===== config.mk =====
export PLATFORM = sky130hd
export DESIGN_NAME = ifm_stream_loader
export DESIGN_NICKNAME = d
export VERILOG_FILES = /design/src/rtl/ifm_stream_loader_pkg.sv /design/src/rtl/ifm_stream_loader_byte_packer.sv /design/src/rtl/ifm_stream_loader.sv
export SDC_FILE = /design/constraint.sdc
export NUM_CORES = 1
export LEC_CHECK = 0
export BUFFER_PORTS_ARGS = -buffer_cell sky130_fd_sc_hd__buf_2
export CORE_MARGIN = 10
export CORE_UTILIZATION = 30
export CTS_CLUSTER_DIAMETER = 80
export DETAILED_ROUTE_END_ITERATION = 16
export GPL_TIMING_DRIVEN = 0
export PLACE_DENSITY = 0.53
export SYNTH_ARGS = -nofsm -noshare
export SYNTH_HDL_FRONTEND = slang
export SYNTH_HIERARCHICAL = 1
export SYNTH_SLANG_ARGS = --single-unit

===== constraint.sdc =====
create_clock -name clk -period 13.7 [get_ports clk]
set_input_delay 0 -clock clk [delete_from_list [all_inputs] [get_ports clk]]
set_output_delay 0 -clock clk [all_outputs]
set_load 0.01 [all_outputs]

===== src/rtl/ifm_stream_loader_pkg.sv =====
// rtl/ifm_stream_loader_pkg.sv - shared constants, state encoding and sizing helper for the IFM stream loader
package ifm_stream_loader_pkg;

    localparam int DATA_WIDTH  = 8;
    localparam int INOUT_WIDTH = 128;
    localparam int LANES       = INOUT_WIDTH / DATA_WIDTH;
    localparam int LANE_BITS   = $clog2(LANES);
    localparam int ADDR_WIDTH  = 12;
    localparam int LEN_WIDTH   = 16;

    typedef enum logic [1:0] {
        ST_IDLE  = 2'd0,
        ST_LOAD  = 2'd1,
        ST_FLUSH = 2'd2,
        ST_DONE  = 2'd3
    } state_t;

    // Number of memory words a transfer of len bytes occupies (ceil(len/LANES)).
    // The sum is one bit wider so len near the top of the range cannot overflow.
    function automatic logic [LEN_WIDTH-1:0] words_for_len(input logic [LEN_WIDTH-1:0] len);
        logic [LEN_WIDTH:0] sum;
        sum = {1'b0, len} + (LEN_WIDTH + 1)'(LANES - 1);
        return LEN_WIDTH'(sum >> LANE_BITS);
    endfunction

endpackage


===== src/rtl/ifm_stream_loader_byte_packer.sv =====
// rtl/ifm_stream_loader_byte_packer.sv - packs serial bytes into one DPRAM word, LSB lane first
//
// Ports:
//   clk, rst   clock and asynchronous active-high reset
//   push       a byte is accepted this cycle
//   clear      discard any partial word and restart at lane 0
//   flush_pad  the current partial word is being written out; empty the register
//   data       byte to insert at the current lane
//   word       packed word including the byte being pushed this cycle
//   word_full  this push fills the last lane
module ifm_stream_loader_byte_packer
    import ifm_stream_loader_pkg::*;
(
    input  logic                   clk,
    input  logic                   rst,
    input  logic                   push,
    input  logic                   clear,
    input  logic                   flush_pad,
    input  logic [DATA_WIDTH-1:0]  data,
    output logic [INOUT_WIDTH-1:0] word,
    output logic                   word_full
);

    logic [LANE_BITS-1:0]   lane;
    logic [INOUT_WIDTH-1:0] pack;

    // The word output already carries the byte being pushed, so the owner can
    // capture a completed word on the same edge that accepts its last byte.
    always_comb begin
        word = pack;
        if (push) begin
            word[lane*DATA_WIDTH +: DATA_WIDTH] = data;
        end
    end

    assign word_full = push && (lane == LANE_BITS'(LANES - 1));

    // The register is emptied after every completed or flushed word, so the
    // lanes above the fill point of a partial word are always zero.
    always_ff @(posedge clk or posedge rst) begin
        if (rst) begin
            lane <= '0;
            pack <= '0;
        end else if (clear || flush_pad || word_full) begin
            lane <= '0;
            pack <= '0;
        end else if (push) begin
            lane <= lane + LANE_BITS'(1);
            pack <= word;
        end
    end

endmodule


===== src/rtl/ifm_stream_loader.sv =====
// rtl/ifm_stream_loader.sv - writes a host byte stream into the IFM/weight DPRAM as packed words
//
// Ports:
//   clk, rst              clock and asynchronous active-high reset
//   load_start            begins a transfer (only honoured while idle)
//   base_addr, len_bytes  first word address and byte count, latched on load_start
//   s_data, s_valid       incoming byte stream
//   s_ready               loader accepts a byte this cycle
//   mem_we, mem_addr,     DPRAM port A write
//   mem_wdata
//   busy                  transfer in progress
//   load_done             one-cycle completion pulse
module ifm_stream_loader
    import ifm_stream_loader_pkg::*;
(
    input  logic                   clk,
    input  logic                   rst,
    input  logic                   load_start,
    input  logic [ADDR_WIDTH-1:0]  base_addr,
    input  logic [LEN_WIDTH-1:0]   len_bytes,
    input  logic [DATA_WIDTH-1:0]  s_data,
    input  logic                   s_valid,
    output logic                   s_ready,
    output logic                   mem_we,
    output logic [ADDR_WIDTH-1:0]  mem_addr,
    output logic [INOUT_WIDTH-1:0] mem_wdata,
    output logic                   busy,
    output logic                   load_done
);

    state_t                 state;
    logic [ADDR_WIDTH-1:0]  addr_q;
    logic [LEN_WIDTH-1:0]   len_q;
    logic [LEN_WIDTH-1:0]   byte_cnt;

    logic                   push;
    logic                   last_byte;
    logic                   start_ok;
    logic                   flush_pad;
    logic [INOUT_WIDTH-1:0] word;
    logic                   word_full;

    // s_ready is a registered output, so push is a clean function of state.
    assign push      = s_valid && s_ready;
    assign last_byte = push && ((byte_cnt + LEN_WIDTH'(1)) == len_q);
    assign start_ok  = (state == ST_IDLE) && load_start;
    assign flush_pad = (state == ST_FLUSH);

    ifm_stream_loader_byte_packer u_packer (
        .clk       (clk),
        .rst       (rst),
        .push      (push),
        .clear     (start_ok),
        .flush_pad (flush_pad),
        .data      (s_data),
        .word      (word),
        .word_full (word_full)
    );

    always_ff @(posedge clk or posedge rst) begin
        if (rst) begin
            state     <= ST_IDLE;
            addr_q    <= '0;
            len_q     <= '0;
            byte_cnt  <= '0;
            s_ready   <= 1'b0;
            mem_we    <= 1'b0;
            mem_addr  <= '0;
            mem_wdata <= '0;
            busy      <= 1'b0;
            load_done <= 1'b0;
        end else begin
            mem_we    <= 1'b0;
            load_done <= 1'b0;
            case (state)
                ST_IDLE: begin
                    if (load_start) begin
                        busy <= 1'b1;
                        if (len_bytes != '0) begin
                            addr_q   <= base_addr;
                            len_q    <= len_bytes;
                            byte_cnt <= '0;
                            s_ready  <= 1'b1;
                            state    <= ST_LOAD;
                        end else begin
                            state <= ST_DONE;
                        end
                    end
                end
                ST_LOAD: begin
                    if (push) begin
                        byte_cnt <= byte_cnt + LEN_WIDTH'(1);
                        if (word_full) begin
                            mem_we    <= 1'b1;
                            mem_addr  <= addr_q;
                            mem_wdata <= word;
                            addr_q    <= addr_q + ADDR_WIDTH'(1);
                        end
                        if (last_byte) begin
                            s_ready <= 1'b0;
                            state   <= word_full ? ST_DONE : ST_FLUSH;
                        end
                    end
                end
                ST_FLUSH: begin
                    // Packer holds the partial word with zeroed upper lanes.
                    mem_we    <= 1'b1;
                    mem_addr  <= addr_q;
                    mem_wdata <= word;
                    addr_q    <= addr_q + ADDR_WIDTH'(1);
                    state     <= ST_DONE;
                end
                ST_DONE: begin
                    load_done <= 1'b1;
                    busy      <= 1'b0;
                    state     <= ST_IDLE;
                end
                default: state <= ST_IDLE;
            endcase
        end
    end

endmodule

==> metrics, run 1 <==
number of nets in the final layout 1710; number of enable-type register cells in the synthesized netlist 0; Clock power frac 31.3%; core outline area 49000 sq um; worst slack at placement 9800 ps; CP endpoint kind flop; top-level I/O count 184; clock period minus final worst setup slack 3770 ps; cell area after synthesis 14900 sq um; Port-buffer cells 180; part of the cycle the worst path needs 27.5%; average wire per cell in the routed design 19.6 um; Synth cell types 72; kind of start point of the critical path flop; half-perimeter wire length after placement 33100 um; synthesized net count 1451; final weighted congestion of routability-driven global placement 0.846; syn_area_per_cell 10.6 sq um; Inserted Diodes 0; clock tree skew after final layout 25.0 ps; leakage power 8.81 nW; Post-CTS Repair Setup Buffers 0; maximum ir drop on the vdd rail 0.0773 mV; cell count after placement 2247; commonest non-fill, non-tap cell in the layout sky130_fd_sc_hd__dfrtp_1; biggest area consumer among synthesized cells sky130_fd_sc_hd__dfrtp_1; Arrival @ worst endpoint 4200 ps; part of the power in combinational logic 32.9%; Die Span X 243 um; delay of the slowest cell on the worst path 730 ps; residual antenna-violating net count after detailed routing 0; area of the die 58900 sq um; result of the run complete, no violations; most used cell, CP sky130_fd_sc_hd__buf_2; sequential-to-total area share from yosys stat 54.1%; number of global-route vias before repair 11.7k; max-cap violation count 0; ys async rst share 100%; initial drt markers 762; post-layout worst setup margin 9930 ps; critical path type reg -> reg; Global Route Usage Sum 15.5%; proportion of layout cells with a drive suffix above 1 27.9%; number of buffers created by CTS 38; cell-by-cell listing of the critical path and2_1 > buf_2 > buf_2 > and4_1 > and2_1 > a21oi_1 > clkbuf_1 > buf_2 > mux2_2; count of state elements after synthesis 322; Final Slew Violations 0; data required time of the critical path 14130 ps; count of H-tree levels built during CTS 2; starting density of the core 30.4%; worst min path class in -> reg; area added between synthesis and finish 22.6%; vertical die dimension 243 um; number of hold-slack violations in the final timing report 0; maximum clock path buffer count 3; measured slew at the worst slew-check pin 1250 ps; Pre-antenna DRT Iters 5; post-synthesis cell count 1400; initial antenna violation count 0; Synth Warn # 6; Setup TNS Final 0 ps; clock tree from TritonCTS built; number of vias after detailed routing 11.7k; Max FO, Critical Path 10; fraction of power consumed by sequential logic 35.8%; first-pass GRT wire length 72300 um; cell types with the largest area share after synthesis sky130_fd_sc_hd__dfrtp_1 (54%), sky130_fd_sc_hd__mux2_2 (12%), sky130_fd_sc_hd__nand2_1 (6.0%); Clock Pin Slew Worst Setup and Hold Paths 60 ps; power density over the cells 170 nW/um^2; P_int 1.97 mW; total congestion overflow 0; post-DR vias/cell 4.97; setup repair after global routing missed its margin no; switching power of the nets 1.14 mW; Final Setup Violations 0; share of the synthesized area in the top cell type 54.1%; Hold Slack 134 ps; switch share 36.5%; routed wire length 46100 um; max-slew headroom at the worst pin 16.1%; Worst-Skew Late Latency 550 ps; DRC violations left 0; Slowest-stage cell, CP sky130_fd_sc_hd__clkbuf_1; most instantiated flip-flop cell in the synthesis netlist sky130_fd_sc_hd__dfrtp_1; largest net degree at the start of global routing 123; Clock Tree Root sky130_fd_sc_hd__clkbuf_16; maximum clock frequency 265 MHz; Post-Layout Cell Count 2348; count of standard-cell rows 81; sum of buffers and inverters on the critical path 4; kind of cell adding the most delay to the critical path buffers and inverters; clock sinks 322; most frequent cells in the layout sky130_fd_sc_hd__dfrtp_1 (322), sky130_fd_sc_hd__nand2_1 (237), sky130_fd_sc_hd__buf_2 (215)
[synthesized netlist by cell type, types with 3 or more instances]
cell type,count
sky130_fd_sc_hd__or2_1,3
sky130_fd_sc_hd__clkbuf_1,45
sky130_fd_sc_hd__xnor2_1,15
sky130_fd_sc_hd__nand4_1,11
sky130_fd_sc_hd__nand2_1,237
sky130_fd_sc_hd__o21ai_0,152
sky130_fd_sc_hd__or2_2,7
sky130_fd_sc_hd__o31ai_1,15
sky130_fd_sc_hd__nor2_1,39
sky130_fd_sc_hd__nand4_2,3
sky130_fd_sc_hd__mux2i_1,3
sky130_fd_sc_hd__buf_2,35
sky130_fd_sc_hd__and3_1,17
sky130_fd_sc_hd__nand2b_1,4
sky130_fd_sc_hd__nor3_1,10
sky130_fd_sc_hd__o211ai_1,4
sky130_fd_sc_hd__inv_1,11
sky130_fd_sc_hd__buf_1,4
sky130_fd_sc_hd__a21oi_1,53
sky130_fd_sc_hd__a22o_1,19
sky130_fd_sc_hd__a32o_1,13
sky130_fd_sc_hd__ha_1,11
sky130_fd_sc_hd__dfrtp_1,322
sky130_fd_sc_hd__nor2b_1,6
sky130_fd_sc_hd__o41ai_1,5
sky130_fd_sc_hd__xor2_1,9
sky130_fd_sc_hd__o21ai_1,4
sky130_fd_sc_hd__o22ai_1,5
sky130_fd_sc_hd__nand3_2,3
sky130_fd_sc_hd__or3_1,5
sky130_fd_sc_hd__nor4_1,6
sky130_fd_sc_hd__a21o_1,8
sky130_fd_sc_hd__and2_1,42
sky130_fd_sc_hd__nand3_1,66
sky130_fd_sc_hd__mux2_2,165
[cell families (layout without fill, tap and decap cells)]
family | after synthesis | in the layout | share of synthesized area (%)
simple gates | 480 | 480 | 15.6
xor+xnor | 25 | 25 | 1.52
compound gates | 294 | 294 | 12.1
mux | 170 | 170 | 12.9
flops | 322 | 322 | 54.1
buf+inv | 98 | 382 | 2.87
fa+ha+maj | 11 | 11 | 0.925
[area by class of cell]
type / instances / area (sq um)
clock inverter: 5 / 68.8
inverter: 11 / 53.8
clock buffer: 60 / 1110
sequential: 322 / 8060
timing repair buffer: 219 / 1340
multi-input combinational: 980 / 6400
buffer: 87 / 385
fill: 4893 / 30700
tap: 664 / 831
[state kept, by name, summed over array words and instances, names as in the netlist]
| name | cells |
|---|---|
| state | 2 |
| u_packer/pack | 128 |
| load_done | 1 |
| byte_cnt | 16 |
| busy | 1 |
| mem_we | 1 |
| len_q | 16 |
| mem_wdata | 128 |
| u_packer/lane | 4 |
| mem_addr | 12 |
| addr_q | 12 |
| s_ready | 1 |
[power by group through the flow]
stage / clock [mW] / sequential (mW) / combinational [mW]
after floorplan: 0 / 1.13 / 0.677
after global placement: 0 / 1.13 / 1.01
after detailed placement: 0 / 1.13 / 1.02
after CTS: 1.00 / 1.11 / 1.03
after global routing: 1.04 / 1.13 / 1.13
final: 0.974 / 1.11 / 1.02
[repair_timing]
item                      CTS  global route
gates resized for setup     0             0
hold endpoints to repair  231             0
hold buffers               36             0
[through the flow]
| step | power [mW] | util [%] | cell area (sq um) |
|---|---|---|---|
| after floorplan | 1.80 | - | 14900 |
| after global placement | 2.13 | 33.9 | 16600 |
| after detailed placement | 2.15 | 34.1 | 16700 |
| after CTS | 3.15 | 37.3 | 18300 |
| after global routing | 3.30 | 37.3 | 18300 |
| final | 3.11 | 37.3 | 18300 |
[worst min-delay path, cell delays in order]
cell and delay, ps:
sky130_fd_sc_hd__clkbuf_1 330, sky130_fd_sc_hd__nand3_1 210, sky130_fd_sc_hd__o21ai_0 90
[metal layers]
metal / up-vias / global-route usage (%) / part of all wire, %
met1: 5845 / 21.1 / 46
met4: 0 / 5.29 / 2.8
met3: 75 / 2.92 / 5.0
met2: 299 / 24.1 / 46
met5: - / 0 / 0
li1: 5449 / - / -
[worst paths after layout]
check | start | end | slack (ps) | cells after the start
hold / removal | s_data[5] | u_packer/pack[69] | 130 | 3
min in group asynchronous | rst | u_packer/pack[1] | 160 | 3
setup / recovery | s_ready | mem_wdata[42] | 9930 | 9
setup reg to reg | s_ready | mem_wdata[42] | 9930 | 9
max in group asynchronous | rst | mem_wdata[81] | 12640 | 5
hold reg to reg | u_packer/pack[94] | u_packer/pack[94] | 480 | 2
No activity file was read; power rests on OpenSTA's default activity.
==> inputs of run 2 (changes only) <==
==> constraint.sdc (replaced) <==
create_clock -name clk -period 3.6 [get_ports clk]
set_input_delay 0 -clock clk [delete_from_list [all_inputs] [get_ports clk]]
set_output_delay 0 -clock clk [all_outputs]
set_load 0.01 [all_outputs]
==> metrics, run 2 (synthesis gave the netlist of run 1 again) <==
Clock Tree Root sky130_fd_sc_hd__clkbuf_16; worst min path class in -> reg; Arrival @ worst endpoint 3630 ps; met2 demand-to-capacity share in global routing 24.1%; number of nets in the final layout 1713; max-slew headroom at the worst pin 12.0%; global routing met3 resource utilization 2.37%; number of global-route vias before repair 11.7k; clock sinks 322; kind of start point of the critical path flop; leakage power 8.86 nW; average wire per cell in the routed design 19.5 um; clock tree skew after final layout 30.0 ps; result of the run complete, no violations; registers with the most flip-flops mem_wdata x128, u_packer/pack x128; number of vias after detailed routing 11.7k; Worst-Skew Late Latency 540 ps; maximum clock path buffer count 3; DRC violations left 0; count of H-tree levels built during CTS 2; total congestion overflow 0; number of hold-slack violations in the final timing report 0; residual antenna-violating net count after detailed routing 0; most frequent cells in the layout sky130_fd_sc_hd__dfrtp_1 (322), sky130_fd_sc_hd__nand2_1 (237), sky130_fd_sc_hd__buf_2 (215); CP endpoint kind flop; power density over the cells 648 nW/um^2; switch share 36.6%; post-DR vias/cell 4.99; part of the power in combinational logic 32.9%; proportion of layout cells with a drive suffix above 1 28.5%; Global Route met1 Usage 20.9%; final total power 11.9 mW; P_int 7.53 mW; initial drt markers 818; Setup TNS Final 0 ps; area of the multi-input gates 6400 sq um; max-cap violation count 0; initial antenna violation count 1; measured slew at the worst slew-check pin 1310 ps; area of the die 58900 sq um; part of the cycle the worst path needs 89.0%; final weighted congestion of routability-driven global placement 0.853; half-perimeter wire length after placement 33600 um; area added between synthesis and finish 23.1%; critical path type reg -> reg; switching power of the nets 4.34 mW; vertical die dimension 243 um; commonest non-fill, non-tap cell in the layout sky130_fd_sc_hd__dfrtp_1; Clock power frac 31.4%; count of standard-cell rows 81; largest net degree at the start of global routing 81; starting density of the core 30.4%; Final Setup Violations 0; Final Slew Violations 0; Port-buffer cells 180; core outline area 49000 sq um; data required time of the critical path 4030 ps; maximum clock frequency 312 MHz; fraction of power consumed by sequential logic 35.7%; fill count 4916; maximum ir drop on the vdd rail 0.282 mV; Inserted Diodes 0; Clock Pin Slew Worst Setup and Hold Paths 60 ps; setup repair after global routing missed its margin no; first-pass GRT wire length 71300 um; total area of sequential cells 8060 sq um; number of buffers created by CTS 38; grt peak-use layer met2; Global Route Usage Sum 15.2%; top-level I/O count 184; Max FO, Critical Path 10; Die Span X 243 um; clock tree from TritonCTS built; clock period minus final worst setup slack 3200 ps; Pre-antenna DRT Iters 5; routed wire length 45800 um
run 2: power groups by stage:
stage / Combinational, mW / Sequential, mW / Clock, mW
6_report: 3.90 / 4.24 / 3.73
5_1_grt: 4.26 / 4.29 / 3.98
4_1_cts: 3.92 / 4.24 / 3.84
3_5_place_dp: 3.87 / 4.31 / 0
3_3_place_gp: 3.83 / 4.29 / 0
2_1_floorplan: 2.58 / 4.29 / 0
run 2: final timing paths:
check                             startpoint                end  slack (ps)  cells after the start
max in group asynchronous                rst       mem_wdata[9]        2200                      6
setup / recovery            u_packer/lane[2]      mem_wdata[16]         400                     11
hold / removal                     s_data[6]  u_packer/pack[78]          40                      3
hold reg to reg            u_packer/pack[74]  u_packer/pack[74]         480                      2
setup reg to reg            u_packer/lane[2]      mem_wdata[16]         400                     11
min in group asynchronous                rst  u_packer/pack[93]         130                      3
run 2: worst max-delay path: stages, from the launching register on:
cell and delay (ps):
sky130_fd_sc_hd__dfrtp_1 440, sky130_fd_sc_hd__buf_2 260, sky130_fd_sc_hd__nor3_1 80, sky130_fd_sc_hd__ha_1 300, sky130_fd_sc_hd__clkbuf_1 400, sky130_fd_sc_hd__nand2_1 230
sky130_fd_sc_hd__nor2_1 370, sky130_fd_sc_hd__nand2_1 210, sky130_fd_sc_hd__clkbuf_1 250, sky130_fd_sc_hd__nand2_1 100, sky130_fd_sc_hd__o21ai_0 140, sky130_fd_sc_hd__mux2_2 290
run 2: stage by stage:
stage / worst slack (ps) / hold WS (ps) / cells / utilization [%] / cell area (sq um)
after floorplan: 74.0 / 140 / 1400 / - / 14900
after detailed placement: -275 / -9.52 / 2250 / 34.2 / 16700
after global placement: -1850 / 251 / 2244 / 33.9 / 16600
after CTS: 38.2 / 6.17 / 2352 / 37.4 / 18300
after global routing: 56.9 / 40.1 / 2352 / 37.4 / 18300
final: 396 / 37.4 / 2352 / 37.4 / 18300
run 2: final cells by class:
cell class	instances	share of cell area, %
clock buffers	57	6.24
inverters	11	0.273
flip-flops and latches	322	44.0
repair buffers	222	7.58
clock inverters	9	0.348
well taps	664	4.53
plain buffers	87	2.11
multi-input cells	980	34.9
run 2: repair_timing:
action / in CTS / in global routing
hold buffers: 36 / 0
hold endpoints to repair: 199 / 0
setup endpoints to repair: 100 / 1
buffers inserted: 0 / 0
gates resized for setup: 1 / 1
run 2: routing by layer:
layer  vias up  share of wire [%]
li1       5457                  -
met1      5920                 47
met2       285                 46
met3        62                4.4
met4         2                2.5
met5         -              0.022
==> inputs of run 3 (changes only) <==
--- a/config.mk
+++ b/config.mk
@@ -8,6 +8,7 @@
 export BUFFER_PORTS_ARGS = -buffer_cell sky130_fd_sc_hd__buf_2
 export CORE_MARGIN = 10
 export CORE_UTILIZATION = 30
+export CTS_BUF_LIST = sky130_fd_sc_hd__clkbuf_4 sky130_fd_sc_hd__clkbuf_8
 export CTS_CLUSTER_DIAMETER = 80
 export DETAILED_ROUTE_END_ITERATION = 16
 export GPL_TIMING_DRIVEN = 0
==> metrics, run 3 (synthesis gave the netlist of run 1 again) <==
largest net degree at the start of global routing 81; fill count 4922; Worst-Skew Late Latency 670 ps; final weighted congestion of routability-driven global placement 0.853; Clock Pin Slew Worst Setup and Hold Paths 60 ps; start point of the critical path s_ready; top-level I/O count 184; Final Setup Violations 0; critical register-to-register path startpoint s_ready; count of H-tree levels built during CTS 2; half-perimeter wire length after placement 33600 um; CP endpoint kind flop; DRC violations left 0; clock tree from TritonCTS built; Slowest-stage cell, CP sky130_fd_sc_hd__a21oi_1; cell-by-cell listing of the critical path and2_1 > buf_2 > buf_2 > and4_1 > and2_1 > a21oi_1 > clkbuf_2 > buf_2 > mux2_2; Post-CTS Repair Setup Buffers 0; kind of cell adding the most delay to the critical path buffers and inverters; Worst path depth 9; maximum clock path buffer count 3; area added between synthesis and finish 23.4%; total congestion overflow 0; post-route cell area 18400 sq um; crit path to mem_wdata[30]; result of the run complete, no violations; commonest non-fill, non-tap cell in the layout sky130_fd_sc_hd__dfrtp_1; critical path type reg -> reg; delay of the slowest cell on the worst path 560 ps; leakage power 8.92 nW; core outline area 49000 sq um; Arrival @ worst endpoint 3930 ps; first-pass GRT wire length 71800 um; clock sinks 322; Pre-antenna DRT Iters 5; Die Span X 243 um; worst min path class in -> reg; r2r setup slk 170 ps; starting density of the core 30.4%; max-cap violation count 0; most frequent cells in the layout sky130_fd_sc_hd__dfrtp_1 (322), sky130_fd_sc_hd__nand2_1 (237), sky130_fd_sc_hd__buf_2 (215); average wire per cell in the routed design 19.3 um; number of buffers created by CTS 55; area of the die 58900 sq um; maximum clock frequency 292 MHz; r2r endpoint mem_wdata[30]; max-slew headroom at the worst pin 17.0%; number of global-route vias before repair 11.9k; Clock Tree Root sky130_fd_sc_hd__clkbuf_8; vertical die dimension 243 um; clock period minus final worst setup slack 3430 ps; Setup TNS Final 0 ps; residual antenna-violating net count after detailed routing 0; kind of start point of the critical path flop; most used cell, CP sky130_fd_sc_hd__buf_2; number of hold-slack violations in the final timing report 0; registers with the most flip-flops mem_wdata x128, u_packer/pack x128; sum of buffers and inverters on the critical path 4; data required time of the critical path 4110 ps; measured slew at the worst slew-check pin 1240 ps; Global Route Usage Sum 15.3%; placed standard-cell area 16700 sq um; setup repair after global routing missed its margin no; clock tree skew after final layout 54.0 ps; Max FO, Critical Path 10; part of the cycle the worst path needs 95.2%; power density over the cells 640 nW/um^2; depth of the most critical reg-to-reg path 9; initial antenna violation count 1; post-DR vias/cell 4.94; number of nets in the final layout 1733; proportion of layout cells with a drive suffix above 1 30.2%; final total power 11.7 mW; Final Slew Violations 0; Finished Core Util 37.5%; routed wire length 46200 um; number of vias after detailed routing 11.8k; Port-buffer cells 180; initial drt markers 803; count of standard-cell rows 81; Hold Slack 160 ps; maximum ir drop on the vdd rail 0.300 mV
==> run 3: worst min-delay path by stage <==
stage / slack, ps / end / cells past startpoint / startpoint
2_1_floorplan: 140 / u_packer/pack[7] / 1 / s_data[7]
3_3_place_gp: 250 / len_q[1] / 2 / len_bytes[1]
4_1_cts: 100 / len_q[1] / 3 / len_bytes[1]
6_report: 160 / len_q[8] / 3 / len_bytes[8]
5_1_grt: 120 / len_q[7] / 3 / len_bytes[7]
3_5_place_dp: -10 / mem_wdata[120] / 2 / rst
==> run 3: layout make-up <==
cell class,count,area [sq um],area share [%]
flip-flops and latches,322,8060,43.9
multi-input cells,980,6400,34.8
repair buffers,225,1420,7.73
clock buffers,89,1120,6.09
well taps,664,831,4.52
plain buffers,87,387,2.11
clock inverters,10,101,0.552
inverters,11,50.0,0.273
diodes,1,2.50,0.0136
==> run 3: through the flow <==
step | std cells | setup WS [ps]
after CTS | 2388 | 38.4
after global placement | 2244 | -1850
after global routing | 2389 | 8.83
after floorplan | 1400 | 74.0
final | 2389 | 173
after detailed placement | 2250 | -275
==> run 3: report_power, final <==
group / internal, mW / switching [mW] / leakage, nW / total (mW)
Sequential: 3.97 / 0.271 / 4.39 / 4.24
Clock: 2.05 / 1.58 / 0.652 / 3.62
Combinational: 1.37 / 2.52 / 3.88 / 3.89
Total: 7.38 / 4.37 / 8.92 / 11.7
==> run 3: what timing repair did <==
| action | 4_1_cts | 5_1_grt |
|---|---|---|
| hold buffers | 39 | 0 |
| endpoints found under the hold margin | 413 | 0 |
| gates resized for setup | 1 | 0 |
| setup endpoints to repair | 100 | 0 |
==> run 3: worst reg2reg max path, stage by stage (launching register included) <==
cell and delay (ps):
sky130_fd_sc_hd__dfrtp_1 410, sky130_fd_sc_hd__and2_1 210, sky130_fd_sc_hd__buf_2 200, sky130_fd_sc_hd__buf_2 230, sky130_fd_sc_hd__and4_1 290, sky130_fd_sc_hd__and2_1 190
sky130_fd_sc_hd__a21oi_1 560, sky130_fd_sc_hd__clkbuf_2 460, sky130_fd_sc_hd__buf_2 380, sky130_fd_sc_hd__mux2_2 370
==> run 3: layer usage <==
metal	global-route usage [%]	up-vias	share of wire (%)
met5	0	-	0
met4	4.76	0	2.5
met3	3.09	66	5.1
met2	24.2	315	46
met1	20.7	5905	46
li1	-	5506	-
